**config.mk**
```make
export PLATFORM = sky130hd
export DESIGN_NAME = fetch_unit
export DESIGN_NICKNAME = d
export VERILOG_FILES = /design/src/rtl/cpu_pkg.sv /design/src/rtl/fetch_fifo.sv /design/src/rtl/fetch_unit.sv
export SDC_FILE = /design/constraint.sdc
export NUM_CORES = 1
export LEC_CHECK = 0
export ABC_AREA = 1
export BUFFER_PORTS_ARGS = -buffer_cell sky130_fd_sc_hd__buf_2
export CAP_MARGIN = 20
export CORE_ASPECT_RATIO = 2
export CORE_MARGIN = 3
export CORE_UTILIZATION = 55
export DETAILED_ROUTE_END_ITERATION = 7
export PLACE_DENSITY = 0.79
export SYNTH_ARGS = -nofsm -noshare
export SYNTH_HDL_FRONTEND = slang
export SYNTH_SLANG_ARGS = --single-unit
```
**constraint.sdc**
```tcl
create_clock -name clk -period 7.1 [get_ports clk]
set_input_delay 1.42 -clock clk [delete_from_list [all_inputs] [get_ports clk]]
set_output_delay 1.42 -clock clk [all_outputs]
set_load 0.02 [all_outputs]
```
**src/rtl/cpu_pkg.sv**
```systemverilog
`default_nettype none
// ============================================================================
// Module      : cpu_pkg
// Description : Shared widths, fetch queue entry type and PC helpers for the
//               LEGv8 CPU front end.
// Revision    : 1.0 - initial release
// ============================================================================
package cpu_pkg;

    localparam int PC_W    = 64;
    localparam int INSTR_W = 32;

    // Byte distance between consecutive instructions.
    localparam logic [PC_W-1:0] INSTR_BYTES = 64'd4;

    // One buffered instruction together with the byte address it came from.
    typedef struct packed {
        logic [PC_W-1:0]    pc;
        logic [INSTR_W-1:0] instr;
    } fetch_entry_t;

    // Address of the instruction issued n slots before the given pc.
    function automatic logic [PC_W-1:0] pc_rewind(input logic [PC_W-1:0] pc,
                                                  input logic [PC_W-1:0] n);
        return pc - (n << 2);
    endfunction

endpackage
`default_nettype wire

```
**src/rtl/fetch_fifo.sv**
```systemverilog
`default_nettype none
// ============================================================================
// Module      : fetch_fifo
// Description : Small in-order queue of fetched {pc, instr} entries with a
//               registered head, synchronous clear and simultaneous push/pop.
//               A push while full is ignored.
// Revision    : 1.0 - initial release
// ============================================================================
module fetch_fifo
    import cpu_pkg::*;
#(
    parameter int DEPTH = 2
) (
    input  logic                         clk,
    input  logic                         reset,
    input  logic                         clear,
    input  logic                         push,
    input  fetch_entry_t                 push_data,
    input  logic                         pop,
    output fetch_entry_t                 head,
    output logic                         valid,
    output logic [$clog2(DEPTH+1)-1:0]   count
);

    localparam int PTR_W = $clog2(DEPTH);
    localparam int CNT_W = $clog2(DEPTH + 1);

    fetch_entry_t     r_mem [DEPTH];
    logic [PTR_W-1:0] r_rd_ptr;
    logic [PTR_W-1:0] r_wr_ptr;
    logic [CNT_W-1:0] r_count;

    logic w_full;
    logic w_do_push;
    logic w_do_pop;

    // Qualify push/pop against occupancy; a clear wins over both.
    always_comb begin
        w_full    = (r_count == CNT_W'(DEPTH));
        w_do_push = push && !w_full && !clear;
        w_do_pop  = pop && (r_count != '0) && !clear;
    end

    // Pointer and occupancy bookkeeping; DEPTH is a power of two so the
    // pointers wrap naturally.
    always_ff @(posedge clk) begin
        if (reset || clear) begin
            r_rd_ptr <= '0;
            r_wr_ptr <= '0;
            r_count  <= '0;
        end else begin
            if (w_do_push) begin
                r_wr_ptr <= r_wr_ptr + PTR_W'(1);
            end
            if (w_do_pop) begin
                r_rd_ptr <= r_rd_ptr + PTR_W'(1);
            end
            r_count <= r_count + CNT_W'(w_do_push) - CNT_W'(w_do_pop);
        end
    end

    // Entry storage; contents are only meaningful while counted.
    always_ff @(posedge clk) begin
        if (w_do_push) begin
            r_mem[r_wr_ptr] <= push_data;
        end
    end

    assign head  = r_mem[r_rd_ptr];
    assign valid = (r_count != '0);
    assign count = r_count;

endmodule
`default_nettype wire

```
**src/rtl/fetch_unit.sv**
```systemverilog
`default_nettype none
// ============================================================================
// Module      : fetch_unit
// Description : LEGv8 instruction-fetch stage. Owns the PC, issues sequential
//               instruction-memory requests under a credit limit of DEPTH,
//               queues returned words in order and hands them to decode over
//               valid/ready. A redirect reloads the PC, flushes the queue and
//               discards every response still owed by memory.
//               Optional feature macro: FETCH_ALIGN_CHECK_EN -- a misaligned
//               redirect target raises a sticky fetch_fault and halts fetch.
// Revision    : 1.0 - initial release
// ============================================================================
module fetch_unit
    import cpu_pkg::*;
#(
    parameter int              DEPTH    = 2,
    parameter logic [PC_W-1:0] RESET_PC = 64'h0
) (
    input  logic               clk,
    input  logic               reset,
    output logic               imem_req,
    output logic [PC_W-1:0]    imem_addr,
    input  logic               imem_gnt,
    input  logic               imem_rvalid,
    input  logic [INSTR_W-1:0] imem_rdata,
    output logic               if_valid,
    output logic [INSTR_W-1:0] if_instr,
    output logic [PC_W-1:0]    if_pc,
    input  logic               if_ready,
    input  logic               redirect_valid,
    input  logic [PC_W-1:0]    redirect_pc,
    output logic               fetch_fault
);

    localparam int CNT_W = $clog2(DEPTH + 1);
    localparam int SUM_W = CNT_W + 1;

    logic [PC_W-1:0]  r_pc;
    logic [CNT_W-1:0] r_outstanding;
    logic [CNT_W-1:0] r_drop;
    logic             r_fault;

    logic [CNT_W-1:0] w_count;
    logic             w_fifo_valid;
    fetch_entry_t     w_head;
    fetch_entry_t     w_push_entry;
    logic             w_pop;
    logic [SUM_W-1:0] w_inflight;
    logic             w_req;
    logic             w_grant;
    logic             w_accept;
    logic [CNT_W-1:0] w_out_next;
    logic             w_misaligned;
    logic [PC_W-1:0]  w_target;

`ifdef FETCH_ALIGN_CHECK_EN
    assign w_misaligned = (redirect_pc[1:0] != 2'b00);
    assign w_target     = redirect_pc;
`else
    assign w_misaligned = 1'b0;
    assign w_target     = redirect_pc & ~PC_W'(3);
`endif

    // Issue credit, response accounting and tag reconstruction.
    always_comb begin
        w_pop      = w_fifo_valid && if_ready;
        // A head leaving this cycle frees its slot, which is what lets a
        // one-cycle memory sustain one instruction per cycle at DEPTH=2.
        w_inflight = SUM_W'(r_outstanding) + SUM_W'(w_count) - SUM_W'(w_pop);
        w_req      = !reset && !r_fault && (w_inflight < SUM_W'(DEPTH));
        w_grant    = w_req && imem_gnt;
        w_out_next = r_outstanding + CNT_W'(w_grant) - CNT_W'(imem_rvalid);
        // Responses during a redirect belong to the old stream.
        w_accept   = imem_rvalid && !redirect_valid && (r_drop == '0);
        // With nothing left to drop, every outstanding request is from the
        // current stream, so the oldest one sits 'outstanding' slots behind pc.
        w_push_entry.pc    = pc_rewind(r_pc, PC_W'(r_outstanding));
        w_push_entry.instr = imem_rdata;
    end

    // PC, in-flight/drop counters and the sticky fault flag.
    always_ff @(posedge clk) begin
        if (reset) begin
            r_pc          <= RESET_PC;
            r_outstanding <= '0;
            r_drop        <= '0;
            r_fault       <= 1'b0;
        end else begin
            r_outstanding <= w_out_next;
            if (redirect_valid) begin
                // Everything memory still owes us is stale, including a
                // request granted in this very cycle.
                r_drop <= w_out_next;
                if (w_misaligned) begin
                    r_fault <= 1'b1;
                end else begin
                    r_pc <= w_target;
                end
            end else begin
                if (w_grant) begin
                    r_pc <= r_pc + INSTR_BYTES;
                end
                if (imem_rvalid && (r_drop != '0)) begin
                    r_drop <= r_drop - CNT_W'(1);
                end
            end
        end
    end

    fetch_fifo #(
        .DEPTH (DEPTH)
    ) u_fifo (
        .clk       (clk),
        .reset     (reset),
        .clear     (redirect_valid),
        .push      (w_accept),
        .push_data (w_push_entry),
        .pop       (w_pop),
        .head      (w_head),
        .valid     (w_fifo_valid),
        .count     (w_count)
    );

    assign imem_req    = w_req;
    assign imem_addr   = r_pc;
    assign if_valid    = w_fifo_valid;
    assign if_instr    = w_head.instr;
    assign if_pc       = w_head.pc;
`ifdef FETCH_ALIGN_CHECK_EN
    assign fetch_fault = r_fault;
`else
    assign fetch_fault = 1'b0;
`endif

endmodule
`default_nettype wire

```
==> flow_summary.toml <==
[timing]
fin_setup_tns_ns = 0
period_needed_ns = 4.45
rsz0062_at_grt = "no"
tightest_slew_ns = 1.13
max_freq_mhz = 225
maxSlewHeadroom_pct = 24.7
final-setup-viol-count = 0
period_share_pct = 62.7
drv_slew = 0
fin_worst_skew_ns = 0.0166
hold_viol_final = 0
holdWs_ns = 0.489

[worst_setup_path]
reg2reg_depth = 16
cp.required_ns = 5.68
crit_fanout = 5
crit_arrival_ns = 3.03
worst-setup-path-type = "in -> out"
cp-start-kind = "input port"
critPathCaptureType = "output pin"

[synth]
synth_cell_types = 50
ys_ff_latch = 259
yosysMostFrequentCell = "nand2_1"
synthSimpleGateAreaFrac_pct = 23.3
synthAdderAreaFrac_pct = 1.19
netlist_top_cells_area = "edfxtp_1 41%, dfxtp_1 10%, mux2_2 7.6%"
synthArstFlopShare_pct = 0
synth-xor-area-share_pct = 5.42
synth-compound-area-share_pct = 5.02
ys_warn_count = 0
ys.flop_type = "edfxtp_1"
yosysTopAreaCellShare_pct = 40.6
syn_avg_cell_area_um2 = 9.44
netlist_instances = 1472
synth_top_family_by_area = "simple AND/OR/NAND/NOR gates"
yosys.area.top_type = "edfxtp_1"
muxShareOfSynthArea_pct = 7.62
synthTopCellsByCount = "264 x nand2_1, 199 x nor2_1, 188 x edfxtp_1"
synth_edf_count = 188
synth_area_um2 = 13900
ys_seq_area_share_pct = 50.9

[detailed_routing]
drt-total-wl_um = 41000
postRouteAntennaNets = 0
vias = 11200
via_per_inst = 5.49
drc = 0
wire_per_inst_um = 20.0
drtPass1Iterations = 5
drt_iter0_drc = 677

[clock_tree]
cts-resized-gates = 0
postCtsSetupBuffers = 0
cts_hold_buf = 0
cts-root-buf = "clkbuf_16"
cts_tree = "yes"
path_clk_slew_ns = 0.07
htreeDepth = 1
cts_buffers = 23
cts.sink_count = 259
clkLatencyLatePin_ns = 0.53
clockBufferDepth = 3

[power_and_ir_drop]
clkPwrFrac_pct = 32.9
switchingPower_uw = 1200
fin_total_pwr_uw = 3970
switching_share_pct = 30.2
powerDensity_nw_per_um2 = 246
peakVddDrop_mv = 0.256
seq_power_share_pct = 46.8
p_int_uw = 2770
leakage_uw = 0.00646
combPwrFrac_pct = 20.3

[floorplanning]
ioPinCount = 265
row_count = 81
dieWidth_um = 118
dieHeight_um = 231
start_util_pct = 56.4
die_area_um2 = 27300
core_area_um2 = 24600

[cells_and_area]
drive_above_1_share_pct = 29.9
area_delta_synth_final_pct = 16.1
final_util_pct = 65.5
nets = 1813
stdcell_count = 2049

[place]
dp.cells = 2005
dp_hpwl_um = 31600
routabilityCongestion = 0.956
portBuffers = 257

[outcome]
outcome = "complete, no violations"

[grt]
grt_pass1_vias = 11300
track_usage_pct = 28.9
antenna_found_initial = 2
grt_pass1_wl_um = 61000
grt_start_max_net_pins = 68
grt-ovfl-total = 0

[worst_hold_path]
whs_path_depth = 2
min_path_type = "reg -> reg"

[job]
drv_cap = 0
## worst max-delay path, cell delays in order
cell and delay [ns]:
buf_2 0.10, nand2_1 0.15, inv_1 0.07, ha_1 0.27, inv_1 0.05, nand2_1 0.06, fa_1 0.52, nand3_1 0.09
nor2_1 0.12, buf_2 0.19
## layout by cell type (no fill, tap or decap), drive strengths merged, types with 5 or more instances in the layout
cell type,count
nor2,256
ha,10
o21ai,57
nor3,16
nand4,30
edfxtp,188
inv,146
dfxtp,71
clkinv,11
xnor2,21
nand3,76
xor2,65
clkbuf,25
a31oi,8
mux2,94
conb,5
buf,265
a21oi,55
nand2,292
## logic make-up (layout without fill, tap and decap cells)
group                      count (synthesis)  in the layout
AOI/OAI and AO/OA                        130            130
other                                      1              7
adders and majority gates                 12             12
DFF                                      259            259
muxes                                     94             94
buffers and inverters                    213            452
xor gates and xnor gates                  86             86
and+or+nand+nor                          677            677
## area by class of cell
class,count,area [um2]
diodes,2,5.00
clock buffers,25,583
clock inverters,16,195
fillers,2035,8490
inverters,146,548
multi-input cells,1004,5950
flip-flops and latches,259,7070
well taps,332,415
repair buffers,265,1370
## registers in the layout (all words and copies together), names as in the netlist, named ones only
signal / count
u_fifo.r_wr_ptr: 1
u_fifo.r_mem: 188
u_fifo.count: 2
r_outstanding: 2
u_fifo.r_rd_ptr: 1
r_drop: 2
imem_addr: 62
## power by group through the flow
stage                     Combinational (uW)  Sequential [uW]  Clock (uW)
after detailed placement                 797             1890           0
after floorplan                          541             1880           0
after global routing                     874             1870        1380
after CTS                                804             1860        1320
after global placement                   771             1880           0
final                                    805             1860        1310
## path summary, 6_finish.rpt
| path | startpoint | to | slack (ns) |
|---|---|---|---|
| setup reg to reg | u_fifo.count[1] | imem_addr[43] | 3.16 |
| setup / recovery | if_ready | imem_req | 2.65 |
| hold / removal | u_fifo.r_rd_ptr | flip-flop | 0.49 |
| hold reg to reg | u_fifo.r_rd_ptr | flip-flop | 0.49 |
## layer usage
metal | routed length, um | share of wire, % | global-route usage, % | up-vias
met1 | 13800 | 34 | 29.4 | 5327
met2 | 21600 | 53 | 53.4 | 458
met4 | 3350 | 8.2 | 21.1 | 0
met5 | 0 | 0 | 0 | -
li1 | - | - | - | 5318
met3 | 2210 | 5.4 | 3.75 | 144
## per-stage QoR
step	worst slack, ns	instance area (um2)
2_1_floorplan	0.809	13900
3_3_place_gp	2.36	15300
3_5_place_dp	2.30	15300
4_1_cts	2.67	16100
5_1_grt	2.47	16100
6_report	2.65	16100
Note: power is estimated with default switching activity, not from simulation.
